File: src/rtl/dbi_encode_lanes.sv
// Lane-split data bus inversion encoder with one valid/ready register stage.
// Optional inversion statistics counter when DBI_STATS_EN is defined.
module dbi_encode_lanes #(
  parameter  int BW     = 128,
  parameter  int LANE_W = 8,
  localparam int LANES  = BW / LANE_W
) (
  input  logic             clk,
  input  logic             reset,
  input  logic             dbi_en,
  input  logic             dbi_mode,
  input  logic             in_valid,
  output logic             in_ready,
  input  logic [BW-1:0]    data_in,
  output logic             out_valid,
  input  logic             out_ready,
  output logic [BW-1:0]    data_out,
  output logic [LANES-1:0] dbi_out
`ifdef DBI_STATS_EN
  ,
  output logic [31:0]      inv_count
`endif
);

  localparam int CNT_W = $clog2(LANE_W + 1);
  localparam int HALF  = LANE_W / 2;

  if (BW % LANE_W != 0) begin : g_bad_bw
    $error("BW must be a multiple of LANE_W");
  end
  if ((LANE_W < 2) || (LANE_W % 2 != 0)) begin : g_bad_lane_w
    $error("LANE_W must be even and at least 2");
  end

  function automatic logic [CNT_W-1:0] lane_popcount(input logic [LANE_W-1:0] v);
    logic [CNT_W-1:0] sum;
    sum = '0;
    for (int i = 0; i < LANE_W; i++) begin
      sum = sum + CNT_W'(v[i]);
    end
    return sum;
  endfunction

  logic             accept;
  logic [BW-1:0]    prev_tx;
  logic [BW-1:0]    cmp_word;
  logic [BW-1:0]    enc_word;
  logic [LANES-1:0] inv;
  logic [CNT_W-1:0] cnt [LANES];

  assign in_ready = !out_valid || out_ready;
  assign accept   = in_valid && in_ready;

  // The last transmitted word is exactly what data_out holds, so it doubles as the AC history.
  assign prev_tx  = data_out;

  assign cmp_word = dbi_mode ? data_in : (data_in ^ prev_tx);

  for (genvar k = 0; k < LANES; k++) begin : g_lane
    assign cnt[k] = lane_popcount(cmp_word[k*LANE_W +: LANE_W]);
    assign inv[k] = dbi_en && (cnt[k] > CNT_W'(HALF));
    assign enc_word[k*LANE_W +: LANE_W] = inv[k] ? ~data_in[k*LANE_W +: LANE_W]
                                                 :  data_in[k*LANE_W +: LANE_W];
  end

  // NOTE: sequential state uses non-blocking assignments so every register samples pre-edge values.
  always_ff @(posedge clk) begin
    if (reset) begin
      out_valid <= 1'b0;
      data_out  <= '0;
      dbi_out   <= '0;
    end else if (accept) begin
      out_valid <= 1'b1;
      data_out  <= enc_word;
      dbi_out   <= inv;
    end else if (out_ready) begin
      out_valid <= 1'b0;
    end
  end

`ifdef DBI_STATS_EN
  localparam int INV_W = $clog2(LANES + 1);

  logic [INV_W-1:0] inv_pop;
  logic [32:0]      inv_sum;

  always_comb begin
    inv_pop = '0;
    for (int i = 0; i < LANES; i++) begin
      inv_pop = inv_pop + INV_W'(inv[i]);
    end
  end

  assign inv_sum = {1'b0, inv_count} + 33'(inv_pop);

  // inv is forced low when dbi_en=0, so pass-through beats add nothing.
  always_ff @(posedge clk) begin
    if (reset) begin
      inv_count <= '0;
    end else if (accept) begin
      inv_count <= inv_sum[32] ? 32'hFFFF_FFFF : inv_sum[31:0];
    end
  end
`endif

endmodule

File: config.mk
export PLATFORM = sky130hd
export DESIGN_NAME = dbi_encode_lanes
export DESIGN_NICKNAME = d
export VERILOG_FILES = /design/src/rtl/dbi_encode_lanes.sv
export SDC_FILE = /design/constraint.sdc
export NUM_CORES = 1
export LEC_CHECK = 0
export ABC_CLOCK_PERIOD_IN_PS = 4200
export BUFFER_PORTS_ARGS = -buffer_cell sky130_fd_sc_hd__buf_2
export CORE_MARGIN = 2
export CORE_UTILIZATION = 40
export CTS_CLUSTER_SIZE = 25
export DETAILED_ROUTE_END_ITERATION = 12
export HOLD_SLACK_MARGIN = 0.02
export PLACE_DENSITY_LB_ADDON = 0.2
export SLEW_MARGIN = 5
export SYNTH_ARGS = -nofsm -noshare
export SYNTH_HDL_FRONTEND = slang
export SYNTH_SLANG_ARGS = --single-unit
File: constraint.sdc
create_clock -name clk -period 4.2 [get_ports clk]
set_input_delay 0.42 -clock clk [delete_from_list [all_inputs] [get_ports clk]]
set_output_delay 0.42 -clock clk [all_outputs]
set_load 0.05 [all_outputs]
* After elaboration in Yosys (flattened, before gate mapping)
Cells that the tools add are included.
Operators by class: muxes and demuxes 19, reductions and logical operators 20, add/sub/neg operators 112, $lt $le $gt $ge 16, bitwise gates (word level) 17
Operators with widths (count):
- $add 4x1->4 | 64
- $mux 128 | 1
- $mux 8 | 16
- $not 8->8 | 16
- $xor 128x128->128 | 1
- $add 3x1->4 | 16
- $gt 4x3->1 const B | 16
- $add 2x1->3 | 16
- $add 1x1->2 | 16
- $logic_and 1x1->1 | 17
- $mux 1 | 2
- $reduce_bool 2->1 | 1
- $logic_not 1->1 | 1
- $logic_or 1x1->1 | 1
Storage, ports and cells: word-level logic and storage cells 187, input bits 134, output and inout port bits 146, flip-flop bits (word level) 145

* Longest topological paths before layout
depth in word-level cells 12, gate-level depth with buffers 17, mapped depth without buffers 14

* Worst setup path before layout
No wires, ideal clock.
kind input port to flip-flop, start input port dbi_mode, end register data_out[119], arrival time 4465 ps, path slack -387 ps, buffers on the path 3, stages on the path 17, data required time 4078 ps, library setup time 122 ps, cell sequence clkbuf_1 clkbuf_1 nor2b_1 xnor2_1 fa_1 inv_1 fa_1 inv_1 fa_1 inv_1 ha_1 fa_1 o21ai_0 o22a_1 buf_2 and4_1 a311o_1
Between the ends: longest elaborated chain between the ends 11
RTL lines:
- start: declaration | line 11 | input logic dbi_mode,
- $mux 128 * | line 57 | assign cmp_word = dbi_mode ? data_in : (data_in ^ prev_tx);
- $add 1x1->2 | line 39 | sum = sum + CNT_W'(v[i]);
- $add 2x1->3 | line 39
- $add 3x1->4 | line 39
- $add 4x1->4 (3 in series) | line 39
- $add 4x1->4 * | line 39
- $gt 4x3->1 * | line 61 | assign inv[k] = dbi_en && (cnt[k] > CNT_W'(HALF));
- $logic_and 1x1->1 * | line 61
- $mux 8 * | line 62 | assign enc_word[k*LANE_W +: LANE_W] = inv[k] ? ~data_in[k*LANE_W +: LANE_W]
- end signal: assignment | line 74 | data_out <= enc_word;
- end: declaration | line 17 | output logic [BW-1:0] data_out,
Mark *: on every way between the ends. The rest lies on a longest branch, timed or not. A chain may end at the register's enable or synchronous reset.

* Worst setup path after layout
start register data_out[64], end register data_out[64]
Between the ends: longest elaborated chain between the ends 12
RTL lines (line):
- $xor 128x128->128 | 57
- $mux 128 | 57
- $add 1x1->2 | 39
- $add 2x1->3 | 39
- $add 3x1->4 | 39
- $add 4x1->4 (4 in series) | 39
- $gt 4x3->1 | 61
- $logic_and 1x1->1 | 61
- $mux 8 | 62
No other way between the ends.

==> out/qor.txt <==
Status = finished clean
CTS clock-pin slew for the worst setup and hold paths = 60 ps
Routed wire length = 31.09 mm
Num Clock Sinks = 145
Mapped Cells = 1,206
Fin crit share = 0.9638
DRT iter0 DRCs = 479
Final setup skew = 9.459 ps
First-pass GRT wire length = 51.03 mm
Placement Cell Area = 0.01375 sq mm
CTS tree = built
Ports = 280
CP Cell Sequence = nor2b_4 -> xnor2_2 -> fa_1 -> inv_1 -> fa_1 -> inv_1 -> fa_1 -> inv_1 -> ha_2 -> fa_1 -> o21ai_1 -> o22a_1 -> buf_4 -> and4_1 -> a311o_1
Slowest stage delay, CP = 530 ps
GR Overflow Total = 0
Vias post-DR = 9,863
WL/cell = 16.82 microns
Initial Utilization = 0.4041
Synthesized cell area = 0.01157 sq mm
Number of port buffers = 279
TritonCTS Buffers = 17
Fmax = 247.0 MHz
Final non-filler cell total = 1,848
Critical path data arrival time = 4370 ps
Slack of the critical path = 152.1 ps
Crit path time final = 4048 ps
Area fraction in compound gates after synthesis = 0.1456
Final Cell Area = 0.01445 sq mm
Final setup TNS = 0 ps
Routability congestion estimate = 0.7824
Hold Crit Class = input pin to flop
Mapped Nets = 1,452
CTS Buffer Depth = 2
Total track usage = 0.2066
Initial antenna violation count = 6
Main combinational cell family by area after synthesis = simple AND/OR/NAND/NOR gates
Worst-Margin Slew = 1246 ps
Synth warn = 0
Synth Area in XOR/XNOR = 0.1090
Fin nets = 1,696
Critical-path maximum fanout = 8
Final hold vios = 0
Place WS = -313.5 ps
# fillers = 2,679
Critical path class = flop to flop
Avg Cell Area, Syn = 9.590 sq um
Crit. End Element = flop
Area Overhead vs Synth = 24.96%
CTS H-tree depth = 4
Height of the die = 174.0 microns
Synth Register Bits = 145
Pins Over Slew Limit = 0
Clk Latency, worst-skew pair = 440 ps
Max-Cap Viols = 0
RSZ-0062 raised after global routing = yes
First-pass DRT Iterations = 5
Final setup viols = 0
Pin count of the biggest net entering global routing = 139
Max-slew headroom = 0.1693
Share of post-route cells with drive strength above 1 = 0.3438
Startpoint Class = flop
Slowest stage cell, crit path = fa_1
Post-synthesis cell type count = 31
Die area = 0.03029 sq mm
CP most frequent cell = fa_1
Row count = 62
Sequential-to-total area share from yosys stat = 0.2510
Post-DP HPWL = 22.13 mm
Vias in the first global route = 9,866
Core Region = 0.02863 sq mm
Post-synthesis simple-gate area fraction = 0.1975
WP data required = 4530 ps
Root Buffer = clkbuf_16
Mux cell area share after synthesis = 0.06231
Post-synthesis adder-cell area fraction = 0.1627
Placed Instances = 1,815
Vias/cell = 5.337
Residual DRC = 0
DRT antenna net count = 0
Die Wd = 174.0 microns
[final timing paths]
check        cells after the start  slack, ps           end         start
max reg2reg                     15        150  data_out[64]  data_out[64]
max                             15        150  data_out[64]  data_out[64]
min reg2reg                      2        500   dbi_out[11]   dbi_out[11]
min                              3        270     out_valid      in_valid
[cell usage after synthesis]
cell      instances  share of area
dfxtp_1         145           0.25
xnor2_1         144           0.11
inv_1            90          0.029
nor2b_1          80          0.043
a311o_1          64          0.055
and4_1           64          0.048
fa_1             64           0.11
mux2_2           64          0.062
nand3_1          64          0.028
nor4_1           64          0.035
o211a_1          64          0.055
clkbuf_1         60          0.019
ha_1             48          0.052
nand2b_1         48          0.026
buf_2            25          0.011
nor2_1           24         0.0078
a21oi_1          17         0.0074
buf_6             9         0.0088
nand2_1           9         0.0029
a211oi_1          8         0.0052
a22oi_1           8         0.0052
and2_1            8         0.0043
o21ai_0           8         0.0035
o22a_1            8         0.0061
o22ai_2           6         0.0065
buf_1             5         0.0016
buf_4             3         0.0019
o22ai_1           2         0.0011
and2_4            1        0.00076
and3_1            1        0.00054
nand2b_4          1         0.0012
[stage by stage]
| stage | utilization | hold slack [ps] |
|---|---|---|
| 5_1_grt | 0.5049 | 260.1 |
| 4_1_cts | 0.5047 | 242.8 |
| 6_report | 0.5049 | 267.5 |
| 3_5_place_dp | 0.4805 | 487.4 |
| 2_1_floorplan | - | 549.5 |
| 3_3_place_gp | 0.4805 | 485.8 |
[critical path: cells and delay by family (launching register included)]
kind / cells / cell delay [ps]
xor+xnor: 1 / 130
buf+inv: 4 / 340
flops: 1 / 330
simple gates: 2 / 330
fa+ha+maj: 5 / 2250
compound gates: 3 / 550
[cells by family (layout without fill, tap and decap cells)]
kind of cell	Yosys count	count (layout)
AO/OA/AOI/OAI	185	185
XOR/XNOR	144	144
adder cells (fa/ha/maj)	112	112
buffers and inverters	192	449
flip-flops	145	145
multiplexers	64	64
other	0	1
AND/OR/NAND/NOR	364	364
[timing repair]
| item | in CTS | in global routing |
|---|---|---|
| resized for setup | 0 | 2 |
| hold buffers | 0 | 0 |
| setup buffers | 0 | 0 |
| endpoints found under the setup margin | 0 | 16 |
[registers in the layout (all words and copies together) (netlist names)]
name and count:
out_valid 1, data_out 128, dbi_out 16
[placed cells by master, fill, tap and decap left out, types with 2 or more instances in the layout]
master / netlist / layout
and4_1: 64 / 64
o22ai_2: 6 / 8
ha_2: 0 / 8
o22a_1: 8 / 7
a311o_1: 64 / 64
xnor2_2: 0 / 14
nor4_1: 64 / 64
o211a_1: 64 / 64
nand3_1: 64 / 64
buf_12: 0 / 7
clkbuf_16: 0 / 17
fa_1: 64 / 64
o21ai_1: 0 / 8
xnor2_1: 144 / 130
nor2b_1: 80 / 56
nand2b_1: 48 / 48
inv_1: 90 / 89
nor2b_4: 0 / 23
a22oi_1: 8 / 8
mux2_2: 64 / 64
dfxtp_2: 0 / 23
ha_1: 48 / 40
nand2_1: 9 / 8
bufinv_16: 0 / 7
buf_4: 3 / 43
and2_1: 8 / 8
nor2_1: 24 / 24
a211oi_1: 8 / 8
dfxtp_1: 145 / 122
a21oi_1: 17 / 17
clkbuf_8: 0 / 2
buf_2: 25 / 277
clkinv_2: 0 / 2
clkbuf_1: 60 / 3
[cell type report]
type	count	area (sq um)	area share
Clock inverter	10	229.0	0.01584
Inverter	90	340.3	0.02355
Clock buffer	22	464.2	0.03212
Timing Repair Buffer	327	1849	0.1280
Sequential cell	145	2932	0.2028
Tap cell	384	480.5	0.03324
Multi-Input combinational cell	869	8155	0.5643
Antenna cell	1	2.502	0.0001731
[metal layers]
layer	routed length, microns	track usage	share of wire	vias up
met4	319	0.04832	0.010	8
met3	2020	0.06059	0.065	24
met2	14810	0.3483	0.48	221
li1	-	-	-	4840
met5	55	0	0.0018	-
met1	13880	0.2609	0.45	4770
Power is left out: the tool's default activity adds up to more than one toggle a clock period on the data nets, which glitch-free logic cannot reach.
